`src/rtl/relay_pkg.sv`:
```
// Shared definitions for the protection-relay stages.
//   idmt_state_e : trip FSM encodings (IDLE/TIMING/DECAY/TRIPPED)
//   ACC_W        : accumulator width shared with the other relay stages
//   INC_*        : per-sample accumulator increments for each current band
package relay_pkg;

    localparam int ACC_W = 16;
    localparam int INC_W = 7;

    typedef enum logic [1:0] {
        ST_IDLE    = 2'd0,
        ST_TIMING  = 2'd1,
        ST_DECAY   = 2'd2,
        ST_TRIPPED = 2'd3
    } idmt_state_e;

    localparam logic [INC_W-1:0] INC_1X = 7'd1;
    localparam logic [INC_W-1:0] INC_2X = 7'd4;
    localparam logic [INC_W-1:0] INC_4X = 7'd16;
    localparam logic [INC_W-1:0] INC_8X = 7'd64;

endpackage

```
`src/rtl/idmt_band_rate.sv`:
```
// Band classification of the RMS current.
//   clk_i        : sample clock
//   rst_i        : synchronous active-high reset
//   i_rms_i      : unsigned RMS magnitude
//   inc_o        : accumulator increment for the current band (0/1/4/16/64)
//   ge_pickup_o  : i_rms_i >= PICKUP
//   ge_dropout_o : i_rms_i >= DROPOUT
//   ge_inst_o    : i_rms_i >= INST_PICKUP
//   pickup_o     : registered ge_pickup_o
// The compare flags and increment are consumed by the trip FSM on the same
// edge that samples the current, so the trip latency counts from the
// qualifying sample itself; only the pickup indication is a flop here.
module idmt_band_rate
    import relay_pkg::*;
#(
    parameter int PICKUP      = 1000,
    parameter int DROPOUT     = 950,
    parameter int INST_PICKUP = 10000
) (
    input  logic             clk_i,
    input  logic             rst_i,
    input  logic [15:0]      i_rms_i,
    output logic [INC_W-1:0] inc_o,
    output logic             ge_pickup_o,
    output logic             ge_dropout_o,
    output logic             ge_inst_o,
    output logic             pickup_o
);

    // 19-bit compares so 8*PICKUP cannot wrap for any legal parameter value.
    localparam logic [18:0] TH_1X   = 19'(PICKUP);
    localparam logic [18:0] TH_2X   = 19'(2 * PICKUP);
    localparam logic [18:0] TH_4X   = 19'(4 * PICKUP);
    localparam logic [18:0] TH_8X   = 19'(8 * PICKUP);
    localparam logic [18:0] TH_DROP = 19'(DROPOUT);
    localparam logic [18:0] TH_INST = 19'(INST_PICKUP);

    logic [18:0] i_ext;
    logic        pickup_q;

    assign i_ext = {3'b000, i_rms_i};

    always_comb begin
        inc_o = '0;
        if (i_ext >= TH_8X)      inc_o = INC_8X;
        else if (i_ext >= TH_4X) inc_o = INC_4X;
        else if (i_ext >= TH_2X) inc_o = INC_2X;
        else if (i_ext >= TH_1X) inc_o = INC_1X;
    end

    assign ge_pickup_o  = (i_ext >= TH_1X);
    assign ge_dropout_o = (i_ext >= TH_DROP);
    assign ge_inst_o    = (i_ext >= TH_INST);

    always_ff @(posedge clk_i) begin
        if (rst_i) pickup_q <= 1'b0;
        else       pickup_q <= ge_pickup_o;
    end

    assign pickup_o = pickup_q;

endmodule

```
`src/rtl/idmt_trip_logic.sv`:
```
// Inverse-time overcurrent trip element plus definite-time instantaneous
// element, with a trip output latched until acknowledged.
//   clk_800hz : sample clock, one rising edge per I_rms sample
//   reset     : synchronous active-high reset
//   I_rms     : unsigned RMS magnitude
//   trip_ack  : level request to clear a latched trip (needs I_rms < DROPOUT)
//   pickup    : registered I_rms >= PICKUP
//   trip      : latched trip command
//   trip_inst : set with trip when the instantaneous element caused it
//   accum     : inverse-time accumulator (diagnostic)
//   state     : FSM state (diagnostic)
// The accumulator models an induction disc: it advances at a band-dependent
// rate above pickup, holds in the hysteresis band, and winds back linearly
// below dropout.
module idmt_trip_logic
    import relay_pkg::*;
#(
    parameter int PICKUP      = 1000,
    parameter int DROPOUT     = 950,
    parameter int TRIP_COUNT  = 800,
    parameter int DECAY_STEP  = 4,
    parameter int INST_PICKUP = 10000,
    parameter int INST_CYCLES = 8
) (
    input  logic             clk_800hz,
    input  logic             reset,
    input  logic [15:0]      I_rms,
    input  logic             trip_ack,
    output logic             pickup,
    output logic             trip,
    output logic             trip_inst,
    output logic [ACC_W-1:0] accum,
    output logic [1:0]       state
);

    localparam int CNT_W = $clog2(INST_CYCLES + 1);
    localparam logic [ACC_W-1:0] TRIP_TH  = ACC_W'(TRIP_COUNT);
    localparam logic [ACC_W-1:0] DEC_STEP = ACC_W'(DECAY_STEP);
    localparam logic [CNT_W-1:0] INST_TH  = CNT_W'(INST_CYCLES);

    logic [INC_W-1:0] inc;
    logic             ge_pickup, ge_dropout, ge_inst;

    idmt_state_e      state_q;
    logic [ACC_W-1:0] accum_q;
    logic             trip_q, trip_inst_q;
    logic [CNT_W-1:0] inst_cnt_q, inst_cnt_d;

    logic [ACC_W:0]   acc_sum;
    logic [ACC_W-1:0] acc_sat_d, acc_dec_d;
    logic             idmt_fire, inst_fire;

    idmt_band_rate #(
        .PICKUP      (PICKUP),
        .DROPOUT     (DROPOUT),
        .INST_PICKUP (INST_PICKUP)
    ) u_band (
        .clk_i        (clk_800hz),
        .rst_i        (reset),
        .i_rms_i      (I_rms),
        .inc_o        (inc),
        .ge_pickup_o  (ge_pickup),
        .ge_dropout_o (ge_dropout),
        .ge_inst_o    (ge_inst),
        .pickup_o     (pickup)
    );

    always_comb begin
        acc_sum    = {1'b0, accum_q} + (ACC_W + 1)'(inc);
        acc_sat_d  = acc_sum[ACC_W] ? '1 : acc_sum[ACC_W-1:0];
        acc_dec_d  = (accum_q > DEC_STEP) ? (accum_q - DEC_STEP) : '0;
        inst_cnt_d = ge_inst ? (inst_cnt_q + 1'b1) : '0;
        inst_fire  = ge_inst && (inst_cnt_d >= INST_TH);
        idmt_fire  = ge_pickup && (acc_sat_d >= TRIP_TH);
    end

    always_ff @(posedge clk_800hz) begin
        if (reset) begin
            state_q     <= ST_IDLE;
            accum_q     <= '0;
            trip_q      <= 1'b0;
            trip_inst_q <= 1'b0;
            inst_cnt_q  <= '0;
        end else begin
            case (state_q)
                ST_TRIPPED: begin
                    // Everything frozen until acknowledged with current below dropout.
                    if (trip_ack && !ge_dropout) begin
                        state_q     <= ST_IDLE;
                        accum_q     <= '0;
                        trip_q      <= 1'b0;
                        trip_inst_q <= 1'b0;
                        inst_cnt_q  <= '0;
                    end
                end
                default: begin
                    inst_cnt_q <= inst_cnt_d;
                    if (ge_pickup) begin
                        accum_q <= acc_sat_d;
                        state_q <= ST_TIMING;
                    end else if (!ge_dropout) begin
                        accum_q <= acc_dec_d;
                        state_q <= (acc_dec_d != '0) ? ST_DECAY : ST_IDLE;
                    end
                    // Hysteresis band: accumulator and state simply hold.
                    if (idmt_fire || inst_fire) begin
                        trip_q      <= 1'b1;
                        trip_inst_q <= inst_fire;
                        state_q     <= ST_TRIPPED;
                    end
                end
            endcase
        end
    end

    assign trip      = trip_q;
    assign trip_inst = trip_inst_q;
    assign accum     = accum_q;
    assign state     = state_q;

endmodule

```
`config.mk`:
```
export PLATFORM = sky130hd
export DESIGN_NAME = idmt_trip_logic
export DESIGN_NICKNAME = d
export VERILOG_FILES = /design/src/rtl/relay_pkg.sv /design/src/rtl/idmt_band_rate.sv /design/src/rtl/idmt_trip_logic.sv
export SDC_FILE = /design/constraint.sdc
export NUM_CORES = 1
export LEC_CHECK = 0
export CAP_MARGIN = 15
export CORE_MARGIN = 2
export CORE_UTILIZATION = 54
export DETAILED_ROUTE_END_ITERATION = 7
export GPL_TIMING_DRIVEN = 0
export PLACE_DENSITY = 0.86
export SYNTH_ARGS = -nofsm -noshare
export SYNTH_HDL_FRONTEND = slang
export SYNTH_HIERARCHICAL = 1
export SYNTH_SLANG_ARGS = --single-unit
```
`constraint.sdc`:
```
create_clock -name clk_800hz -period 5.5 [get_ports clk_800hz]
set_clock_uncertainty 0.1 [all_clocks]
set_input_delay 1.1 -clock clk_800hz [delete_from_list [all_inputs] [get_ports clk_800hz]]
set_output_delay 1.1 -clock clk_800hz [all_outputs]
set_load 0.1 [all_outputs]
```
==> reports/results.ini, run 1 <==
[worst_setup_path]
arrival_ns = 5.35
cp.required_ns = 5.57
critPathMaxFanout = 10
end_kind = flop
crit_top_cell = or4_4
crit_chain = clkdlybuf4s50_1 -> or4_4 -> or4_4 -> a21boi_1 -> ha_2 -> fa_1 -> a21o_1 -> a221oi_2 -> or2_1 -> buf_6 -> or4_1 -> a311o_1 -> and4_4 -> o41a_1
slowest_stage = or4_4
worstSetupPathType = input pin to flop
max_stage_delay_ns = 0.59
start_kind = input pin

[cells_and_area]
nNetsFinal = 411
syn2layout_area_growth_pct = 21.1
layoutNonFillerInstCount = 432
fin_area_sq_mm = 0.00291
final_common_cell = clkdlybuf4s50_1
antenna_cells = 0
most-common-layout-cells = clkdlybuf4s50_1, a21oi_1, nor2_1
final_util = 0.672
drive_above_1_share = 0.0474

[placed_design]
dpl_worst_slack_ns = -0.0809
placed_cells_incl_taps = 428
place_area_sq_mm = 0.00285
gp_congestion = 0.941
io_buffers = 38
hpwlAfterDp_um = 5390

[route]
ant_nets = 0
vias_per_cell = 6.34
dr.first_iter.drc_count = 269
drc = 0
vias = 2738
wl_per_cell_um = 16.4
routed_wl_um = 7100
dr.pass1.iters = 5

[sta]
finalSetupViolCount = 0
slew_headroom = 0.339
maxSlewViolCount = 0
max_clock_freq_mhz = 189
finalCriticalPeriod_ns = 5.28
period_share = 0.960
worst_pin_slew_ns = 0.988
setup-tns-final_ns = 0
finalWorstSetupSlack_ns = 0.222
rsz0062_at_grt = no
hold_violations = 0
whs_ns = 0.383

[power]
p_clk_frac = 0.160
power.density_mw_per_mm2 = 260
net-switching-power_mw = 0.367
ir_drop_v = 0.000184
swShare = 0.485
seqPwrFrac = 0.290
pwr-share-comb = 0.550
total_power_mw = 0.757
total_leakage_power_nw = 1.08
intPower_mw = 0.390

[floorplanning]
ios = 40
coreArea_sq_mm = 0.00432
dieWidth_um = 70.7
die_h_um = 70.7
num_rows = 24
die_area_sq_mm = 0.00499
start_util = 0.555

[synthesis]
yosysWarnings = 6
ys_ff_latch = 25
synth_top_cell_by_area = dfxtp_1
synth_ff_type = dfxtp_1
synthDominantCellAreaShare = 0.209
syn_avg_cell_area_sq_um = 7.14
syn_inst = 336
async_flop_share = 0
synth-seq-area-share = 0.209
synthTopCellsByArea = dfxtp_1, a21oi_1, ha_1
synth_edf_count = 0
synth.distinct_cells = 59
synth_area_sq_mm = 0.00240

[clocking]
cts_num_sinks = 25
clkTransAtPathRegs_ns = 0.10
cts_buffers = 3
htreeDepth = 1
cts_buffer_depth = 2
post_cts_buffers = 0
cts-root-buf = clkbuf_8
tritoncts = yes
clk_latency_ns = 0.28

[global_routing]
grt_max_degree = 16
antenna_found_initial = 0
overflow = 0
grt_pass1_wl_um = 11800
grt.total_usage = 0.285
grt_pass1_vias = 2532

[min_path]
hp-class = flop to flop

[status]
status = finished, final reports clean

[job]
drv_cap = 0

## power by group through the flow
stage	registers, mW	logic, mW	clock network (mW)
finish	0.219	0.416	0.121
global route	0.223	0.448	0.127
CTS	0.219	0.409	0.119
detailed placement	0.223	0.408	0
global placement	0.223	0.405	0
floorplan	0.309	0.223	0
## per-layer routing
metal  routed length, um  track usage  vias up
met3                 482       0.0342       18
met2                3210        0.459      121
met4                 188        0.101        0
met5                   0            0        -
li1                    -            -     1342
met1                3210        0.397     1257
## final timing paths
path / startpoint / slack (ns) / to / depth (start not counted)
worst max register to register: accum[0]$_SDFFE_PP0P_ / 2.31 / trip_inst$_SDFFE_PP0P_ / 9
worst min register to register: inst_cnt_q[3]$_SDFFE_PP0P_ / 0.38 / inst_cnt_q[3]$_SDFFE_PP0P_ / 2
worst max-delay path: I_rms[13] / 0.22 / trip_inst$_SDFFE_PP0P_ / 14
worst min-delay path: inst_cnt_q[3]$_SDFFE_PP0P_ / 0.38 / inst_cnt_q[3]$_SDFFE_PP0P_ / 2
## cells in the mapped netlist (5+ instances only)
cell type	count
a21o_1	5
dfxtp_1	25
ha_1	10
or3_1	8
a31oi_1	6
and2_1	5
xnor2_1	12
inv_1	11
nor2_1	30
o211ai_1	10
a21oi_1	36
and3_1	5
nand3_1	9
nor3_1	16
o31ai_1	5
clkbuf_1	17
nand4_1	5
nand2_1	27
or4_1	5
o21ai_0	22
## sequential cells by signal (all words and copies together) (netlist names)
signal and flops:
u_band/pickup_o 1, inst_cnt_q 4, trip 1, trip_inst 1, accum 16, state 2
## worst max-delay path: cells and delay by family
| kind | cells | cell delay, ns |
|---|---|---|
| buffers and inverters | 2 | 0.61 |
| and+or+nand+nor | 5 | 1.95 |
| adders and majority gates | 2 | 0.48 |
| AOI/OAI and AO/OA | 5 | 1.18 |
## layout make-up
| class | instances | area [sq um] |
|---|---|---|
| buffer | 23 | 110 |
| timing repair buffer | 38 | 380 |
| clock buffer | 3 | 41.3 |
| sequential | 25 | 500 |
| clock inverter | 1 | 7.51 |
| tap | 52 | 65.1 |
| inverter | 11 | 41.3 |
| fill | 410 | 1420 |
| multi-input combinational | 279 | 1760 |
## kinds of logic (layout without fill, tap and decap cells)
group,count (synthesis),after routing,share of synthesized area
multiplexers,1,1,0.00417
AO/OA/AOI/OAI,112,112,0.303
buffers and inverters,34,76,0.0626
AND/OR/NAND/NOR,136,136,0.301
other,1,3,0.00156
XOR/XNOR,16,16,0.0584
flip-flops,25,25,0.209
adder cells (fa/ha/maj),11,11,0.0605
## what timing repair did
| item | CTS | global route |
|---|---|---|
| resized for setup | 0 | 3 |
| endpoints found under the hold margin | 0 | 0 |
| setup endpoints to repair | 0 | 3 |
| hold buffers | 0 | 0 |
No activity file was read; power rests on OpenSTA's default activity.
==> inputs of run 2 (changes only) <==
Settings changed: CORE_UTILIZATION 54 to 30, PLACE_DENSITY 0.86 to 0.55, SLEW_MARGIN set to 20.
==> run 2 against run 1 <==
Design area increased by 2.1%. Flip-flop and latch count unchanged. Critical path depth unchanged. Routed wire length increased by 4.1%. Maximum frequency decreased by 0.45%. Critical path type unchanged. Largest power group unchanged.
==> reports/results.ini, run 2 (synthesized netlist as in run 1, its figures left out) <==
[placed_design]
hpwlAfterDp_um = 5670  ; +5.2%
io_buffers = 38  ; unchanged
gp_congestion = 0.939  ; -0.13%
place_area_sq_mm = 0.00292  ; +2.2%

[sta]
period_share = 0.964  ; +0.00429
rsz0062_at_grt = no
hold_violations = 0  ; unchanged
finalSetupViolCount = 0  ; unchanged
slew_headroom = 0.338  ; -0.00162
finalCriticalPeriod_ns = 5.30  ; +0.0236 ns
maxSlewViolCount = 0  ; unchanged
max_clock_freq_mhz = 189  ; -0.45%
worst_pin_slew_ns = 0.991  ; +0.00242 ns

[worst_setup_path]
reg2reg_from = accum[0]$_SDFFE_PP0P_
cp.required_ns = 5.57  ; about the same
reg2regPathDepth = 9  ; unchanged
endpoint = trip_inst$_SDFFE_PP0P_
reg2reg_to = trip_inst$_SDFFE_PP0P_
arrival_ns = 5.37  ; +0.02 ns
critPathMaxFanout = 10  ; unchanged
worstSetupPathType = input pin to flop
start_kind = input pin
end_kind = flop
cp-startpoint = I_rms[13]
r2r_slack_ns = 2.24  ; -0.07 ns

[clocking]
cts_buffers = 3  ; unchanged
hold_buffers = 0  ; unchanged
clkTransAtPathRegs_ns = 0.09  ; about the same
post_cts_buffers = 0  ; unchanged
cts-root-buf = clkbuf_8
postCtsResizedCells = 0  ; unchanged
clk_latency_ns = 0.29  ; about the same
tritoncts = yes
htreeDepth = 1  ; unchanged
cts_buffer_depth = 2  ; unchanged
cts_num_sinks = 25  ; unchanged

[route]
wl_per_cell_um = 15.3  ; -6.7%
vias = 2693  ; -1.6%
drc = 0  ; unchanged
dr.pass1.iters = 5  ; unchanged
routed_wl_um = 7390  ; +4.1%
dr.first_iter.drc_count = 170  ; -37%
ant_nets = 0  ; unchanged
vias_per_cell = 5.59  ; -12%

[cells_and_area]
fin_area_sq_mm = 0.00297  ; +2.1%
syn2layout_area_growth_pct = 23.6
nNetsFinal = 411  ; unchanged
most-common-layout-cells = clkdlybuf4s50_1, a21oi_1, nor2_1
antenna_cells = 0  ; unchanged
drive_above_1_share = 0.0447  ; -0.00263
final_common_cell = clkdlybuf4s50_1
largest_reg_flops = 16  ; unchanged
final_util = 0.384  ; -0.288

[global_routing]
antenna_found_initial = 0  ; unchanged
grt_pass1_wl_um = 12100  ; +2.5%
grt.total_usage = 0.171  ; -0.114
grt_pass1_vias = 2469  ; -2.5%
overflow = 0  ; unchanged
grt_max_degree = 16  ; unchanged

[floorplanning]
coreArea_sq_mm = 0.00773  ; +79%
num_rows = 32  ; +33%
start_util = 0.311  ; -0.244
die_h_um = 93.4  ; +32%
dieWidth_um = 93.4  ; +32%
ios = 40  ; unchanged
die_area_sq_mm = 0.00873  ; +75%

[power]
total_leakage_power_nw = 1.08  ; +0.28%
power.density_mw_per_mm2 = 254  ; -2.6%
ir_drop_v = 0.000137  ; -25%

[min_path]
holdPathStages = 2  ; unchanged
hp-class = flop to flop

[status]
status = finished, final reports clean

[job]
drv_cap = 0  ; unchanged

==> run 2: cell counts in the layout (fill, tap and decap cells not counted) <==
Identical to the previous run, type by type.
==> run 2: routing by layer <==
layer | vias to the layer above | GRT usage | part of all wire
li1 | 1349 | - | -
met1 | 1228 | 0.247 | 0.48
met2 | 95 | 0.262 | 0.44
met3 | 21 | 0.0137 | 0.048
met4 | 0 | 0.0699 | 0.032
met5 | - | 0 | 0
==> run 2: report_power, final <==
part | internal (mW) | switching (mW)
sequential | 0.196 | 0.0238
combinational | 0.142 | 0.270
clock | 0.0516 | 0.0682
total | 0.390 | 0.362
==> run 2: worst max-delay path: stages <==
cell	delay, ns
clkdlybuf4s50_1	0.47
or4_4	0.59
or4_4	0.44
a21boi_1	0.18
ha_1	0.27
fa_1	0.26
a21o_1	0.21
a221oi_2	0.12
or2_1	0.25
buf_6	0.14
or4_1	0.49
a311o_1	0.35
and4_4	0.18
o41a_1	0.30
==> run 2: layout make-up <==
class,count,area (sq um)
well taps,102,128
flip-flops and latches,25,500
multi-input cells,279,1760
repair buffers,38,380
clock buffers,3,41.3
clock inverters,1,7.51
inverters,11,41.3
fillers,830,4760
plain buffers,23,110
==> run 2: metrics by stage <==
stage                     cells  hold slack [ns]  setup WS [ns]  setup TNS (ns)  power (mW)
final                       482            0.376          0.198               0       0.752
after global routing        482            0.409         0.0597               0       0.806
after CTS                   482            0.382          0.223               0       0.753
after detailed placement    478            0.369        -0.0789          -0.182       0.630
after global placement      478            0.363        -0.0473          -0.112       0.630
after floorplan             338            0.349          0.772               0       0.532
==> run 2: worst min path at each step <==
stage | from | end | slack (ns)
6_report | inst_cnt_q[3]$_SDFFE_PP0P_ | inst_cnt_q[3]$_SDFFE_PP0P_ | 0.38
3_3_place_gp | inst_cnt_q[3]$_SDFFE_PP0P_ | inst_cnt_q[3]$_SDFFE_PP0P_ | 0.36
2_1_floorplan | inst_cnt_q[3]$_SDFFE_PP0P_ | inst_cnt_q[3]$_SDFFE_PP0P_ | 0.35
4_1_cts | inst_cnt_q[3]$_SDFFE_PP0P_ | inst_cnt_q[3]$_SDFFE_PP0P_ | 0.38
3_5_place_dp | inst_cnt_q[3]$_SDFFE_PP0P_ | inst_cnt_q[3]$_SDFFE_PP0P_ | 0.37
5_1_grt | inst_cnt_q[3]$_SDFFE_PP0P_ | inst_cnt_q[3]$_SDFFE_PP0P_ | 0.41
